===== config.mk =====
export PLATFORM = sky130hd
export DESIGN_NAME = cache_axi_bridge
export DESIGN_NICKNAME = d
export VERILOG_FILES = /design/src/rtl/cache_axi_bridge.sv
export SDC_FILE = /design/constraint.sdc
export NUM_CORES = 1
export LEC_CHECK = 0
export BUFFER_PORTS_ARGS = -buffer_cell sky130_fd_sc_hd__buf_4
export CAP_MARGIN = 20
export CORE_ASPECT_RATIO = 1.5
export CORE_MARGIN = 4
export CORE_UTILIZATION = 35
export DETAILED_ROUTE_END_ITERATION = 12
export SLEW_MARGIN = 20
export SYNTH_ARGS = -nofsm -noshare
export SYNTH_HDL_FRONTEND = slang
export SYNTH_SLANG_ARGS = --single-unit

===== constraint.sdc =====
create_clock -name clk -period 3.1 [get_ports clk]
set_input_delay 0.155 -clock clk [delete_from_list [all_inputs] [get_ports clk]]
set_output_delay 0.155 -clock clk [all_outputs]
set_load 0.1 [all_outputs]

===== src/rtl/cache_axi_bridge.sv =====
// Converts cache refill/writeback requests into AXI4 read and write bursts.
// One read and one write in flight at a time; a pending write blocks new reads until its B response.
module cache_axi_bridge #(
    parameter logic [3:0] AXI_ID     = 4'd0,
    parameter int         LINE_WORDS = 4
) (
    input  logic                    clk,
    input  logic                    resetn,
    input  logic                    rd_req,
    input  logic [2:0]              rd_type,
    input  logic [31:0]             rd_addr,
    output logic                    rd_rdy,
    output logic                    ret_valid,
    output logic                    ret_last,
    output logic [31:0]             ret_data,
    input  logic                    wr_req,
    input  logic [2:0]              wr_type,
    input  logic [31:0]             wr_addr,
    input  logic [3:0]              wr_wstrb,
    input  logic [32*LINE_WORDS-1:0] wr_data,
    output logic                    wr_rdy,
    output logic [3:0]              arid,
    output logic [31:0]             araddr,
    output logic [7:0]              arlen,
    output logic [2:0]              arsize,
    output logic [1:0]              arburst,
    output logic                    arvalid,
    input  logic                    arready,
    input  logic [3:0]              rid,
    input  logic [31:0]             rdata,
    input  logic [1:0]              rresp,
    input  logic                    rlast,
    input  logic                    rvalid,
    output logic                    rready,
    output logic [3:0]              awid,
    output logic [31:0]             awaddr,
    output logic [7:0]              awlen,
    output logic [2:0]              awsize,
    output logic [1:0]              awburst,
    output logic                    awvalid,
    input  logic                    awready,
    output logic [31:0]             wdata,
    output logic [3:0]              wstrb,
    output logic                    wlast,
    output logic                    wvalid,
    input  logic                    wready,
    input  logic [3:0]              bid,
    input  logic [1:0]              bresp,
    input  logic                    bvalid,
    output logic                    bready
);
    localparam int         IW       = (LINE_WORDS > 1) ? $clog2(LINE_WORDS) : 1;
    localparam logic [7:0] LINE_LEN = 8'(LINE_WORDS - 1);

    typedef enum logic [1:0] {R_IDLE, R_AR, R_DATA} rstate_t;
    typedef enum logic [1:0] {W_IDLE, W_ADDR, W_RESP} wstate_t;

    rstate_t     rstate_q, rstate_d;
    wstate_t     wstate_q, wstate_d;
    logic        arvalid_q, arvalid_d, rready_q, rready_d;
    logic [31:0] rd_addr_q, rd_addr_d;
    logic [2:0]  rd_type_q, rd_type_d;
    logic        awvalid_q, awvalid_d, wvalid_q, wvalid_d, bready_q, bready_d;
    logic        aw_done_q, aw_done_d, w_done_q, w_done_d;
    logic [7:0]  beat_q, beat_d;
    logic [31:0] wr_addr_q, wr_addr_d;
    logic [2:0]  wr_type_q, wr_type_d;
    logic [3:0]  wr_strb_q, wr_strb_d;
    logic [31:0] wr_words_q [LINE_WORDS];
    logic [31:0] wr_words_d [LINE_WORDS];
    logic        wr_accept, rd_accept, aw_hs, w_hs, w_last_hs;
    logic [7:0]  wlen;
    logic        unused_inputs;

    function automatic logic [7:0] type_len(input logic [2:0] t);
        return (t == 3'b100) ? LINE_LEN : 8'd0;
    endfunction

    function automatic logic [2:0] type_size(input logic [2:0] t);
        logic [2:0] s;
        case (t)
            3'b000:  s = 3'd0;
            3'b001:  s = 3'd1;
            default: s = 3'd2;
        endcase
        return s;
    endfunction

    // Write takes priority: a read is only accepted when no write is pending or arriving.
    assign wr_rdy    = (wstate_q == W_IDLE);
    assign rd_rdy    = (rstate_q == R_IDLE) && (wstate_q == W_IDLE) && !wr_req;
    assign wr_accept = wr_req && wr_rdy;
    assign rd_accept = rd_req && rd_rdy;

    assign wlen      = type_len(wr_type_q);
    assign aw_hs     = awvalid_q && awready;
    assign w_hs      = wvalid_q && wready;
    assign w_last_hs = w_hs && (beat_q == wlen);

    always_comb begin
        rstate_d  = rstate_q;
        arvalid_d = arvalid_q;
        rready_d  = rready_q;
        rd_addr_d = rd_addr_q;
        rd_type_d = rd_type_q;
        case (rstate_q)
            R_IDLE: if (rd_accept) begin
                rd_addr_d = rd_addr;
                rd_type_d = rd_type;
                arvalid_d = 1'b1;
                rstate_d  = R_AR;
            end
            R_AR: if (arready) begin
                arvalid_d = 1'b0;
                rready_d  = 1'b1;
                rstate_d  = R_DATA;
            end
            R_DATA: if (rvalid && rlast) begin
                rready_d = 1'b0;
                rstate_d = R_IDLE;
            end
            default: rstate_d = R_IDLE;
        endcase
    end

    always_comb begin
        wstate_d  = wstate_q;
        awvalid_d = awvalid_q;
        wvalid_d  = wvalid_q;
        bready_d  = bready_q;
        aw_done_d = aw_done_q;
        w_done_d  = w_done_q;
        beat_d    = beat_q;
        wr_addr_d = wr_addr_q;
        wr_type_d = wr_type_q;
        wr_strb_d = wr_strb_q;
        case (wstate_q)
            W_IDLE: if (wr_accept) begin
                wr_addr_d = wr_addr;
                wr_type_d = wr_type;
                wr_strb_d = wr_wstrb;
                awvalid_d = 1'b1;
                wvalid_d  = 1'b1;
                beat_d    = 8'd0;
                aw_done_d = 1'b0;
                w_done_d  = 1'b0;
                wstate_d  = W_ADDR;
            end
            W_ADDR: begin
                if (aw_hs) begin
                    awvalid_d = 1'b0;
                    aw_done_d = 1'b1;
                end
                if (w_last_hs) begin
                    wvalid_d = 1'b0;
                    w_done_d = 1'b1;
                end else if (w_hs) begin
                    beat_d = beat_q + 8'd1;
                end
                // AW and the final W beat may complete in either order or together.
                if ((aw_done_q || aw_hs) && (w_done_q || w_last_hs)) begin
                    bready_d = 1'b1;
                    wstate_d = W_RESP;
                end
            end
            W_RESP: if (bvalid) begin
                bready_d  = 1'b0;
                beat_d    = 8'd0;
                aw_done_d = 1'b0;
                w_done_d  = 1'b0;
                wstate_d  = W_IDLE;
            end
            default: wstate_d = W_IDLE;
        endcase
    end

    always_ff @(posedge clk or negedge resetn) begin
        if (!resetn) begin
            rstate_q  <= R_IDLE;
            wstate_q  <= W_IDLE;
            arvalid_q <= 1'b0;
            rready_q  <= 1'b0;
            rd_addr_q <= '0;
            rd_type_q <= '0;
            awvalid_q <= 1'b0;
            wvalid_q  <= 1'b0;
            bready_q  <= 1'b0;
            aw_done_q <= 1'b0;
            w_done_q  <= 1'b0;
            beat_q    <= '0;
            wr_addr_q <= '0;
            wr_type_q <= '0;
            wr_strb_q <= '0;
        end else begin
            rstate_q  <= rstate_d;
            wstate_q  <= wstate_d;
            arvalid_q <= arvalid_d;
            rready_q  <= rready_d;
            rd_addr_q <= rd_addr_d;
            rd_type_q <= rd_type_d;
            awvalid_q <= awvalid_d;
            wvalid_q  <= wvalid_d;
            bready_q  <= bready_d;
            aw_done_q <= aw_done_d;
            w_done_q  <= w_done_d;
            beat_q    <= beat_d;
            wr_addr_q <= wr_addr_d;
            wr_type_q <= wr_type_d;
            wr_strb_q <= wr_strb_d;
        end
    end

    for (genvar gi = 0; gi < LINE_WORDS; gi++) begin : g_line_word
        assign wr_words_d[gi] = wr_accept ? wr_data[32*gi +: 32] : wr_words_q[gi];
        always_ff @(posedge clk or negedge resetn) begin
            if (!resetn) wr_words_q[gi] <= '0;
            else         wr_words_q[gi] <= wr_words_d[gi];
        end
    end

    assign arid      = AXI_ID;
    assign araddr    = rd_addr_q;
    assign arlen     = type_len(rd_type_q);
    assign arsize    = type_size(rd_type_q);
    assign arburst   = 2'b01;
    assign arvalid   = arvalid_q;
    assign rready    = rready_q;
    assign ret_valid = rready_q && rvalid;
    assign ret_last  = rready_q && rlast;
    assign ret_data  = rdata;

    assign awid      = AXI_ID;
    assign awaddr    = wr_addr_q;
    assign awlen     = wlen;
    assign awsize    = type_size(wr_type_q);
    assign awburst   = 2'b01;
    assign awvalid   = awvalid_q;
    // Single-beat writes keep beat_q at 0, so word 0 carries their data.
    assign wdata     = wr_words_q[beat_q[IW-1:0]];
    assign wstrb     = (wr_type_q == 3'b100) ? 4'hf : wr_strb_q;
    assign wlast     = wvalid_q && (beat_q == wlen);
    assign wvalid    = wvalid_q;
    assign bready    = bready_q;

    assign unused_inputs = ^{rid, rresp, bid, bresp};
endmodule


==> metrics.md <==
| Metric | Value |
|---|---|
| Worst reg2reg endpoint | rd_type_q[0]$_DFFE_PN0P_ |
| GPL Wtd Cong | roughly 0.81 |
| Critical Path RT | a little under 3 ns |
| Top_reg_cell synth | dfrtp_1 |
| R2R setup slack | between 1 and 1.5 ns |
| Via count | 8580 |
| Routed wire length | about 30000 um |
| Synth area leader | dfrtp_1 |
| Row count | 74 |
| Worst hold path type | input pin to flop |
| Worst Path Arrival | ~2.1 ns |
| Status | complete, no violations |
| Port bufs | about 330 |
| Io pins | approximately 430 |
| Setup CP Type | flop to primary output |
| Final hold violations | 0 |
| Grt ovf | 0 |
| Worst r2r src | wstate_q[0]$_DFFE_PN0P_ |
| Final worst slack | 0.8071 ns |
| Synthesized netlist cell count | between 900 and 1000 |
| Via density per instance | approximately 4.6 |
| # nets final | 1745 |
| Synth Cell Area | 0.009802 sq mm |
| CTS buffer count | 24 |
| CTS H-tree lvls | 1 |
| Share of layout cells above drive strength 1 | 29.19% |
| Post-synthesis area per instance | 9.861 sq um |
| Post-synth cell types | between 40 and 50 |
| Area occupied by registers | around 0.0055 sq mm |
| Final period util | around three quarters |
| Ys Warns | 0 |
| # fillers | 2361 |
| Dpl ws | around 1.2 ns |
| Worst Tran Pin Value | 0.7538 ns |
| Register area share after synthesis | ~56% |
| CP Max Fanout | 32 |
| Final Critical Period | between 2 and 2.5 ns |
| GRT Total Usage | around 19% |
| Setup Skew | 0.01194 ns |
| Final setup vio count | 0 |
| TritonRoute pass-1 iters | 6 |
| Area of the multi-input gates | roughly 0.0037 sq mm |
| # resized after CTS | 0 |
| Wire length per cell | 16.35 um |
| Setup crit end kind | primary output |
| Antenna violations before repair | 2 |
| Number of synthesized register bits | around 220 |
| Synth cell count leaders | nand2_1 (516), dfrtp_1 (221), buf_4 (60) |
| Die Span X | roughly 140 um |
| Core area | 0.02741 sq mm |
| Critical path launch point type | flop |
| DRC Markers | 0 |
| Count leader, synth | nand2_1 |
| Die Ht | roughly 210 um |
| Non-filler cells, final | 1848 |
| Die area | ~0.03 sq mm |
| Pins over their slew limit | 0 |
| CTS clk-pin slew, worst paths | 0.06 ns |
| CP Capture Point | wdata[29] |
| Drt first-iter violations | between 300 and 400 |
| Final HPWL DP | roughly 20000 um |
| Fin util | between 50% and 60% |
| Top post-synthesis cells by area | dfrtp_1 (56%), nand2_1 (20%), mux4_2 (7.4%) |
| F_max | around 0.44 GHz |
| Pin count of the biggest net entering global routing | between 90 and 100 |
| Vias in the first global route | roughly 9300 |
| # placed instances | 1595 |
| Post-synth EDFFs | 0 |
| RSZ-0062 raised after global routing | false |
| FFs w/ async S/R, synth | 100.0% |
| Area delta synth->final | 55.55% |
| Cell depth of the worst flop-to-flop path | 4 |
| Clk sink count | ~220 |
| Routed Antenna Nets | 0 |
| Starting Density | approximately 36% |
| Max clock buf depth | 3 |
| Root buffer cell | clkbuf_16 |
| Beginning of the critical path | beat_q[0]$_DFFE_PN0P_ |
| First-pass GRT wire length | 47540 um |
| Worst-Skew Late Latency | roughly 0.52 ns |
| Max Cap Violations | 0 |
| Top-area cell type share of the netlist area | about 56% |
| Slew HR | 49.75% |
| TritonCTS clock tree | yes |
cell type report:
cell class / instances / area share (%)
Antenna cell: 2 / 0.03282
Multi-Input combinational cell: 684 / 24.27
Tap cell: 342 / 2.807
Sequential cell: 221 / 36.29
Clock inverter: 6 / 0.5662
Inverter: 5 / 0.1231
Clock buffer: 36 / 4.768
Timing Repair Buffer: 552 / 31.15
kinds of logic after synthesis:
family / Yosys count / share of synthesized area, %
mux: 71 / 11.81
buf+inv: 113 / 7.072
simple gates: 556 / 22.53
fa+ha+maj: 1 / 0.1276
flops: 221 / 56.42
other cells: 2 / 0.07662
compound gates: 30 / 1.966
sequential cells by signal, summed over array words and instances (netlist names), 2 cells and up:
signal      cells
araddr         32
awaddr         32
beat_q          8
rd_type_q       3
rstate_q        2
wr_strb_q       4
wr_type_q       3
wr_words_q    128
wstate_q        2
worst max-delay path, stage by stage, from the launching register on:
cell	delay, ns
dfrtp_2	0.42
buf_12	0.30
mux4_2	0.62
buf_4	0.27
layout by cell type, fill, tap and decap left out, types with 2 or more instances in the layout:
master         instances
o32ai_1                2
clkbuf_1               5
mux2_2                 9
a21oi_1                7
o21ai_0                8
bufinv_16              2
and2_1                 2
nand2_4                2
clkbuf_16             25
mux4_2                32
or2_2                  7
clkbuf_8               6
o31ai_1                3
mux2i_1                2
nor3b_2                2
or3_1                  2
dlygate4sd3_1        209
nand2b_1               2
dfrtp_2                2
buf_12                 6
nand3b_1               2
diode_2                2
inv_1                  5
buf_4                336
nand3_1                2
nand2_1              515
mux2_1                28
clkinv_2               2
conb_1                26
dfrtp_1              219
or4_1                  3
nor2_1                 7
a31oi_1                2
routing by layer:
layer  track usage (%)  vias to the layer above  part of all wire [%]
met4             9.559                        2                   5.2
met2             33.69                      279                    51
li1                  -                     4081                     -
met5                 0                        -                 0.040
met3             3.675                      112                   5.5
met1             22.57                     4106                    38
stage by stage:
step	area, sq um	hold slack, ns	TNS (ns)
floorplan	9913	-0.1406	-0.1201
global placement	12340	0.2466	0
global route	15240	0.05155	0
finish	15250	0.04796	0
detailed placement	12340	0.2389	0
CTS	15240	0.008229	0
worst min path at each step:
stage / start / endpoint / slack, ns / cells after the start
6_report: rvalid / rready$_DFFE_PN0P_ / 0.05 / 4
5_1_grt: rvalid / rready$_DFFE_PN0P_ / 0.05 / 4
4_1_cts: rvalid / rready$_DFFE_PN0P_ / 0.008 / 4
3_5_place_dp: resetn / awaddr[11]$_DFFE_PN0P_ / 0.24 / 1
3_3_place_gp: resetn / awaddr[11]$_DFFE_PN0P_ / 0.25 / 1
2_1_floorplan: resetn / araddr[0]$_DFFE_PN0P_ / -0.14 / 0
timing repair:
action                    in CTS  in global routing
buffers inserted               0                  0
hold buffers                 209                  0
hold endpoints to repair     299                  0
Power is left out: the tool's default activity adds up to more than one toggle a clock period on the data nets, which glitch-free logic cannot reach.
